### config.mk
export PLATFORM = sky130hd
export DESIGN_NAME = mips_main_control
export DESIGN_NICKNAME = d
export VERILOG_FILES = /design/src/rtl/mips_main_control.sv
export SDC_FILE = /design/constraint.sdc
export NUM_CORES = 1
export LEC_CHECK = 0
export BUFFER_PORTS_ARGS = -buffer_cell sky130_fd_sc_hd__clkbuf_2
export CORE_MARGIN = 5
export CORE_UTILIZATION = 40
export CTS_BUF_LIST = sky130_fd_sc_hd__clkbuf_8
export DETAILED_ROUTE_END_ITERATION = 16
export PLACE_DENSITY = 0.76
export SETUP_SLACK_MARGIN = 0.15
export SYNTH_ARGS = -nofsm -noshare
export SYNTH_HDL_FRONTEND = slang
export SYNTH_SLANG_ARGS = --single-unit
### constraint.sdc
create_clock -name clk -period 2 [get_ports clk]
set_input_delay 0.2 -clock clk [delete_from_list [all_inputs] [get_ports clk]]
set_output_delay 0.2 -clock clk [all_outputs]
set_load 0.02 [all_outputs]
### src/rtl/mips_main_control.sv
// Multicycle main control FSM for the MIPS datapath: sequences fetch, decode and
// per-instruction execute/memory/write-back states with a configurable memory wait.
module mips_main_control #(
    parameter int unsigned MEM_WAIT = 1
) (
    input  logic       clk,
    input  logic       reset_n,
    input  logic [5:0] opcode,
    input  logic       brk,
    input  logic       zero,
    output logic       pc_write,
    output logic       pc_write_cond,
    output logic       branch_ne,
    output logic [1:0] pc_src,
    output logic       iord,
    output logic       mem_read,
    output logic       mem_write,
    output logic       ir_write,
    output logic       alu_src_a,
    output logic [1:0] alu_src_b,
    output logic [1:0] alu_op,
    output logic       reg_write,
    output logic       reg_dst,
    output logic [1:0] mem_to_reg,
    output logic       halted,
    output logic       illegal,
    output logic [3:0] state_dbg
);

    localparam int unsigned CNT_W = 3;

    localparam logic [5:0] OP_RTYPE = 6'h00;
    localparam logic [5:0] OP_LW    = 6'h23;
    localparam logic [5:0] OP_SW    = 6'h2B;
    localparam logic [5:0] OP_BEQ   = 6'h04;
    localparam logic [5:0] OP_BNE   = 6'h05;
    localparam logic [5:0] OP_J     = 6'h02;
    localparam logic [5:0] OP_ADDI  = 6'h08;
    localparam logic [5:0] OP_LUI   = 6'h0F;

    typedef enum logic [3:0] {
        S_FETCH     = 4'd0,
        S_DECODE    = 4'd1,
        S_R_EXEC    = 4'd2,
        S_R_WB      = 4'd3,
        S_ADDR      = 4'd4,
        S_LW_READ   = 4'd5,
        S_LW_WB     = 4'd6,
        S_SW_WRITE  = 4'd7,
        S_BRANCH    = 4'd8,
        S_JUMP      = 4'd9,
        S_ADDI_EXEC = 4'd10,
        S_ADDI_WB   = 4'd11,
        S_LUI_WB    = 4'd12,
        S_HALT      = 4'd13,
        S_ILLEGAL   = 4'd14
    } state_e;

    state_e             state_q, state_d;
    logic [CNT_W-1:0]   wait_cnt_q, wait_cnt_d;
    logic               wait_done;

    // The branch decision itself is taken in the datapath from zero/branch_ne.
    logic unused_zero;
    assign unused_zero = zero;

    assign wait_done = (wait_cnt_q == CNT_W'(MEM_WAIT));

    always_ff @(posedge clk or negedge reset_n) begin
        if (!reset_n) begin
            state_q    <= S_FETCH;
            wait_cnt_q <= '0;
        end else begin
            state_q    <= state_d;
            wait_cnt_q <= wait_cnt_d;
        end
    end

    // Outputs are forced low while reset is asserted so an abandoned instruction writes nothing.
    always_comb begin
        state_d       = state_q;
        wait_cnt_d    = '0;
        pc_write      = 1'b0;
        pc_write_cond = 1'b0;
        branch_ne     = 1'b0;
        pc_src        = 2'b00;
        iord          = 1'b0;
        mem_read      = 1'b0;
        mem_write     = 1'b0;
        ir_write      = 1'b0;
        alu_src_a     = 1'b0;
        alu_src_b     = 2'b00;
        alu_op        = 2'b00;
        reg_write     = 1'b0;
        reg_dst       = 1'b0;
        mem_to_reg    = 2'b00;
        halted        = 1'b0;
        illegal       = 1'b0;
        state_dbg     = 4'd0;

        if (reset_n) begin
            state_dbg = 4'(state_q);
            case (state_q)
                S_FETCH: begin
                    mem_read  = 1'b1;
                    alu_src_b = 2'b01;
                    if (wait_done) begin
                        ir_write = 1'b1;
                        pc_write = 1'b1;
                        state_d  = S_DECODE;
                    end else begin
                        wait_cnt_d = wait_cnt_q + CNT_W'(1);
                    end
                end
                S_DECODE: begin
                    alu_src_b = 2'b11;
                    case (opcode)
                        OP_RTYPE:      state_d = brk ? S_HALT : S_R_EXEC;
                        OP_LW, OP_SW:  state_d = S_ADDR;
                        OP_BEQ, OP_BNE: state_d = S_BRANCH;
                        OP_J:          state_d = S_JUMP;
                        OP_ADDI:       state_d = S_ADDI_EXEC;
                        OP_LUI:        state_d = S_LUI_WB;
                        default:       state_d = S_ILLEGAL;
                    endcase
                end
                S_R_EXEC: begin
                    alu_src_a = 1'b1;
                    alu_op    = 2'b10;
                    state_d   = S_R_WB;
                end
                S_R_WB: begin
                    reg_write = 1'b1;
                    reg_dst   = 1'b1;
                    state_d   = S_FETCH;
                end
                S_ADDR: begin
                    alu_src_a = 1'b1;
                    alu_src_b = 2'b10;
                    state_d   = (opcode == OP_LW) ? S_LW_READ : S_SW_WRITE;
                end
                S_LW_READ: begin
                    mem_read = 1'b1;
                    iord     = 1'b1;
                    if (wait_done) begin
                        state_d = S_LW_WB;
                    end else begin
                        wait_cnt_d = wait_cnt_q + CNT_W'(1);
                    end
                end
                S_LW_WB: begin
                    reg_write  = 1'b1;
                    mem_to_reg = 2'b01;
                    state_d    = S_FETCH;
                end
                S_SW_WRITE: begin
                    iord = 1'b1;
                    if (wait_done) begin
                        mem_write = 1'b1;
                        state_d   = S_FETCH;
                    end else begin
                        wait_cnt_d = wait_cnt_q + CNT_W'(1);
                    end
                end
                S_BRANCH: begin
                    alu_src_a     = 1'b1;
                    alu_op        = 2'b01;
                    pc_write_cond = 1'b1;
                    pc_src        = 2'b01;
                    branch_ne     = (opcode == OP_BNE);
                    state_d       = S_FETCH;
                end
                S_JUMP: begin
                    pc_write = 1'b1;
                    pc_src   = 2'b10;
                    state_d  = S_FETCH;
                end
                S_ADDI_EXEC: begin
                    alu_src_a = 1'b1;
                    alu_src_b = 2'b10;
                    state_d   = S_ADDI_WB;
                end
                S_ADDI_WB: begin
                    reg_write = 1'b1;
                    state_d   = S_FETCH;
                end
                S_LUI_WB: begin
                    reg_write  = 1'b1;
                    mem_to_reg = 2'b10;
                    state_d    = S_FETCH;
                end
                S_HALT:    halted  = 1'b1;
                S_ILLEGAL: illegal = 1'b1;
                default:   state_d = S_FETCH;
            endcase
        end
    end

endmodule
Word level (Yosys, flattened, before mapping)
Index checks and enable logic that the tools add are counted.
Widths: inputs -> output; s select.
{ "totals": {"output_inout_bits": 24, "word_cells": 85, "reg_bits": 7} }
{ "classes": {"add_sub_neg": 1, "bitwise": 1, "n_eq_ne": 25, "mux": 44, "reduce_logical": 12} }
{ "ops": {"columns": ["op", "n"], "rows": [
  ["$pmux 4 s8", 1],
  ["$eq 4x4->1 const B", 7],
  ["$mux 1", 24],
  ["$pmux 4 s6", 1],
  ["$mux 4", 5],
  ["$eq 4x3->1 const B", 4],
  ["$eq 6x3->1 const B", 2],
  ["$eq 6x4->1 const B", 2],
  ["$eq 6x6->1 const B", 2],
  ["$pmux 2 s2", 3],
  ["$reduce_or 2->1", 6],
  ["$mux 2", 5],
  ["$mux 3", 3],
  ["$eq 4x2->1 const B", 2],
  ["$reduce_or 4->1", 2],
  ["$eq 6x2->1 const B", 1],
  ["$logic_not 6->1", 1],
  ["$ne 2x2->1 const B", 3],
  ["$pmux 2 s3", 1],
  ["$reduce_and 5->1", 1],
  ["$eq 4x1->1 const B", 1],
  ["$logic_not 4->1", 1],
  ["$add 3x1->3 const B", 1],
  ["$eq 3x1->1 const B", 1],
  ["3 further kinds", 3]
]} }

Longest topological paths before layout
{ "depth": {"ltp_word": 4, "ltp_mapped": 5} }

Worst setup path after synthesis
OpenSTA, ideal clock, no wires.
{ "synth_timing": {"path_type": "register to output", "start": "register wait_cnt_q[2]", "end": "output pc_write", "stages_incl_launch_ff": 4, "slack_ns": 0.015, "t_required_ns": 1.800, "arrival_ns": 1.785, "cell_sequence": "dfrtp_1 -> or3b_4 -> nor4_1 -> or2_2"} }
{ "synth_via": {"elab_chain_cells": 4} }
{ "synth_lines": {"columns": ["item", "line_no", "rtl"], "rows": [
  ["start, declared", "60", "logic [CNT_W-1:0] wait_cnt_q, wait_cnt_d;"],
  ["start signal, assigned", "75", "wait_cnt_q <= wait_cnt_d;"],
  ["$eq 3x1->1", "67", "assign wait_done = (wait_cnt_q == CNT_W'(MEM_WAIT));"],
  ["$mux 1", "107", "if (wait_done) begin"],
  ["$pmux 1 s2", "103", "case (state_q)"],
  ["$mux 1", "101", "if (reset_n) begin"],
  ["end, declared", "11", "output logic pc_write,"]
]} }
Every way passes these cells.

Worst setup path in the final report
{ "layout_timing": {"start": "register wait_cnt_q[2]", "end": "register state_q[2]"} }
{ "layout_via": {"elab_chain_cells": 3} }
{ "layout_lines": {"columns": ["item", "line_no", "rtl"], "rows": [
  ["$eq 3x1->1 *", "67", null],
  ["$ne 2x2->1 (no source line)", null, null],
  ["$reduce_and 5->1 (no source line) *", null, null],
  ["end signal, assigned", "74", "state_q <= state_d;"],
  ["end, declared", "59", "state_e state_q, state_d;"]
]} }
Every way passes the cells marked *; elsewhere a longest branch is shown, timed or not.
A chain may end at the register's enable or synchronous reset.

==> metrics.cfg <==
[logic_synthesis]
syn_nets = 134
yosysTopAreaCell = dfrtp_1
synth_area_leaders = dfrtp_1 19%, nor2_1 6.6%, buf_6 6.1%, nor3_1 4.9%, nand2_1 4.1%
ys_top_cells_by_count = 16 x nor2_1, 10 x nand2_1, 9 x nor3_1
synthMostInstantiatedCell = nor2_1
synth_top_cell_area_share_pct = 19.1
ys_warn_count = 0
synthesis.area_um2 = 916
synth_seq_cells = 7
synth_ff_type = dfrtp_1
synthCells = 124
ys_seq_area_share_pct = 19.1
async_flop_share_pct = 100
avgSynthCellArea_um2 = 7.39
synth_cell_types = 47
synth_edf_count = 0

[timing]
drv_slew = 0
slew_headroom_pct = 74.8
setup_violations = 0
finalSetupTns_ns = 0
worst_slack_ns = 0.217
worstMarginPinSlew_ns = 0.368
period_needed_ns = 1.78
finalHoldViolations = 0
final.setup_skew_ns = 0.00556
fin_crit_sh_pct = 89.2
rsz0062_at_grt = no
fmax_mhz = 561

[power]
leakage_uw = 0.000531
powerDensity_nw_per_um2 = 1380
vdd_ir_drop_max_uv = 582

[worst_hold_path]
min_from = opcode[4]
holdPathStages = 3
hold_path.class = primary input to flop

[clock_tree]
clock_latency_ns = 0.23
cts-root-buf = clkbuf_8
cts_tree = done
cts_num_sinks = 7
cts.path.max_buffers = 2
htreeDepth = 1
cts_buffers = 3
clk_pin_slew_worst_paths_ns = 0.04

[die]
core.rowCount = 17
pin_count = 34
start_util_pct = 41.8
die_w_um = 57.9
die_area_um2 = 3350
core_area_um2 = 2190
die-height_um = 57.9

[detailed_routing]
vias = 1067
drc_errors = 0
dr.first_iter.drc_count = 36
viasPerCell = 5.71
drtPass1Iterations = 4
ant_nets = 0
routed_wl_mm = 2.64
wl_per_cell_um = 14.1

[worst_setup_path]
end_kind = flop
rr_startpoint = wait_cnt_q[2]$_DFF_PN0_
worstSetupPathType = flop to flop
reg2reg_depth = 4
critical_path_arrival_ns = 1.90
crit_fanout = 4
crit_path_start = wait_cnt_q[2]$_DFF_PN0_
worst_setup_path_start_kind = flop
crit_required_ns = 2.12

[global_route]
overflow = 0
antenna_found_initial = 0
grt_pass1_vias = 999
grt_usage_pct = 16.4
grt_pass1_wl_mm = 4.36
grt_max_degree = 16

[place]
place.port_buffers = 32
dp_slack_ns = 0.224
gp_congestion = 0.829
post-dp-hpwl_mm = 1.88

[layout]
drive_above_1_share_pct = 40.9
fin_nets = 170
area_growth_pct = 32.0
n_antenna_cell = 0

[outcome]
status = complete, no violations

[run]
cap_viol_max_count = 0

through the flow:
| stage | util (%) | power (uW) | hold WS [ns] | cell area (um^2) | cells |
|---|---|---|---|---|---|
| 2_1_floorplan | - | 1140 | -0.0956 | 922 | 124 |
| 3_3_place_gp | 48.3 | 1280 | 0.216 | 1060 | 176 |
| 3_5_place_dp | 48.3 | 1310 | 0.217 | 1060 | 176 |
| 4_1_cts | 50.8 | 1520 | 0.360 | 1110 | 181 |
| 5_1_grt | 55.2 | 1800 | 0.410 | 1210 | 187 |
| 6_report | 55.2 | 1670 | 0.369 | 1210 | 187 |
where the power goes:
group	switching, uW	internal, uW
clock	65.8	133
combinational	648	503
sequential	118	201
layout by cell type, fill, tap and decap left out, drive strengths merged, types with 2 or more instances in the layout:
cell type,Yosys,routed
o22ai,2,2
nand2,10,10
a21oi,4,4
o221ai,2,2
nor3b,2,2
nor2b,3,3
o31ai,4,4
xnor2,4,4
nand3b,3,3
or3b,2,2
nor2,16,16
inv,4,5
or2,4,4
and2,3,3
nor4,3,3
clkbuf,5,33
nor4b,2,2
dfrtp,7,7
and3,2,2
nor3,9,9
nand3,2,2
nand2b,4,4
buf,8,13
cell type report:
| class | count | area, um^2 |
|---|---|---|
| Clock inverter | 1 | 3.75 |
| Sequential cell | 7 | 181 |
| Multi-Input combinational cell | 100 | 674 |
| Fill cell | 211 | 982 |
| Tap cell | 28 | 35.0 |
| Timing Repair Buffer | 44 | 258 |
| Clock buffer | 3 | 41.3 |
| Inverter | 4 | 15.0 |
sequential cells by signal, indices dropped and copies added, names as in the netlist:
name        cells
state_q         4
wait_cnt_q      3
logic make-up (layout without fill, tap and decap cells):
logic type / after synthesis / after routing / share of synthesized area [%]
buffers and inverters: 17 / 52 / 12.3
DFF: 7 / 7 / 19.1
and+or+nand+nor: 68 / 68 / 41.0
muxes: 1 / 1 / 1.09
AOI/OAI and AO/OA: 26 / 26 / 21.7
xor gates and xnor gates: 5 / 5 / 4.78
what timing repair did:
item	4_1_cts	5_1_grt
hold buffers	1	0
resized for setup	2	19
setup buffers	0	6
hold endpoints to repair	7	0
gates cloned	0	0
pin swaps	0	4
endpoints found under the setup margin	3	7
per-layer routing:
metal / track usage [%] / wire, um / up-vias
met3: 2.90 / 152 / 4
met4: 8.94 / 58 / 0
met2: 26.3 / 1290 / 44
li1: - / - / 521
met1: 20.6 / 1140 / 498
met5: 0 / 0 / -
critical path, cell delays in order (launching register included):
cell and delay [ns]:
dfrtp_1 0.41, or3b_4 0.43, a211o_1 0.30, a221o_1 0.32
a32o_1 0.21
worst paths after layout:
kind	endpoint	slack [ns]
max	state_q[2]$_DFFE_PN0P_	0.22
min	state_q[1]$_DFFE_PN0P_	0.37
max reg2reg	state_q[2]$_DFFE_PN0P_	0.22
min reg2reg	wait_cnt_q[0]$_DFF_PN0_	0.49
max in group asynchronous	wait_cnt_q[1]$_DFF_PN0_	1.28
min in group asynchronous	state_q[0]$_DFFE_PN0P_	0.54
Note: power is estimated with default switching activity, not from simulation.
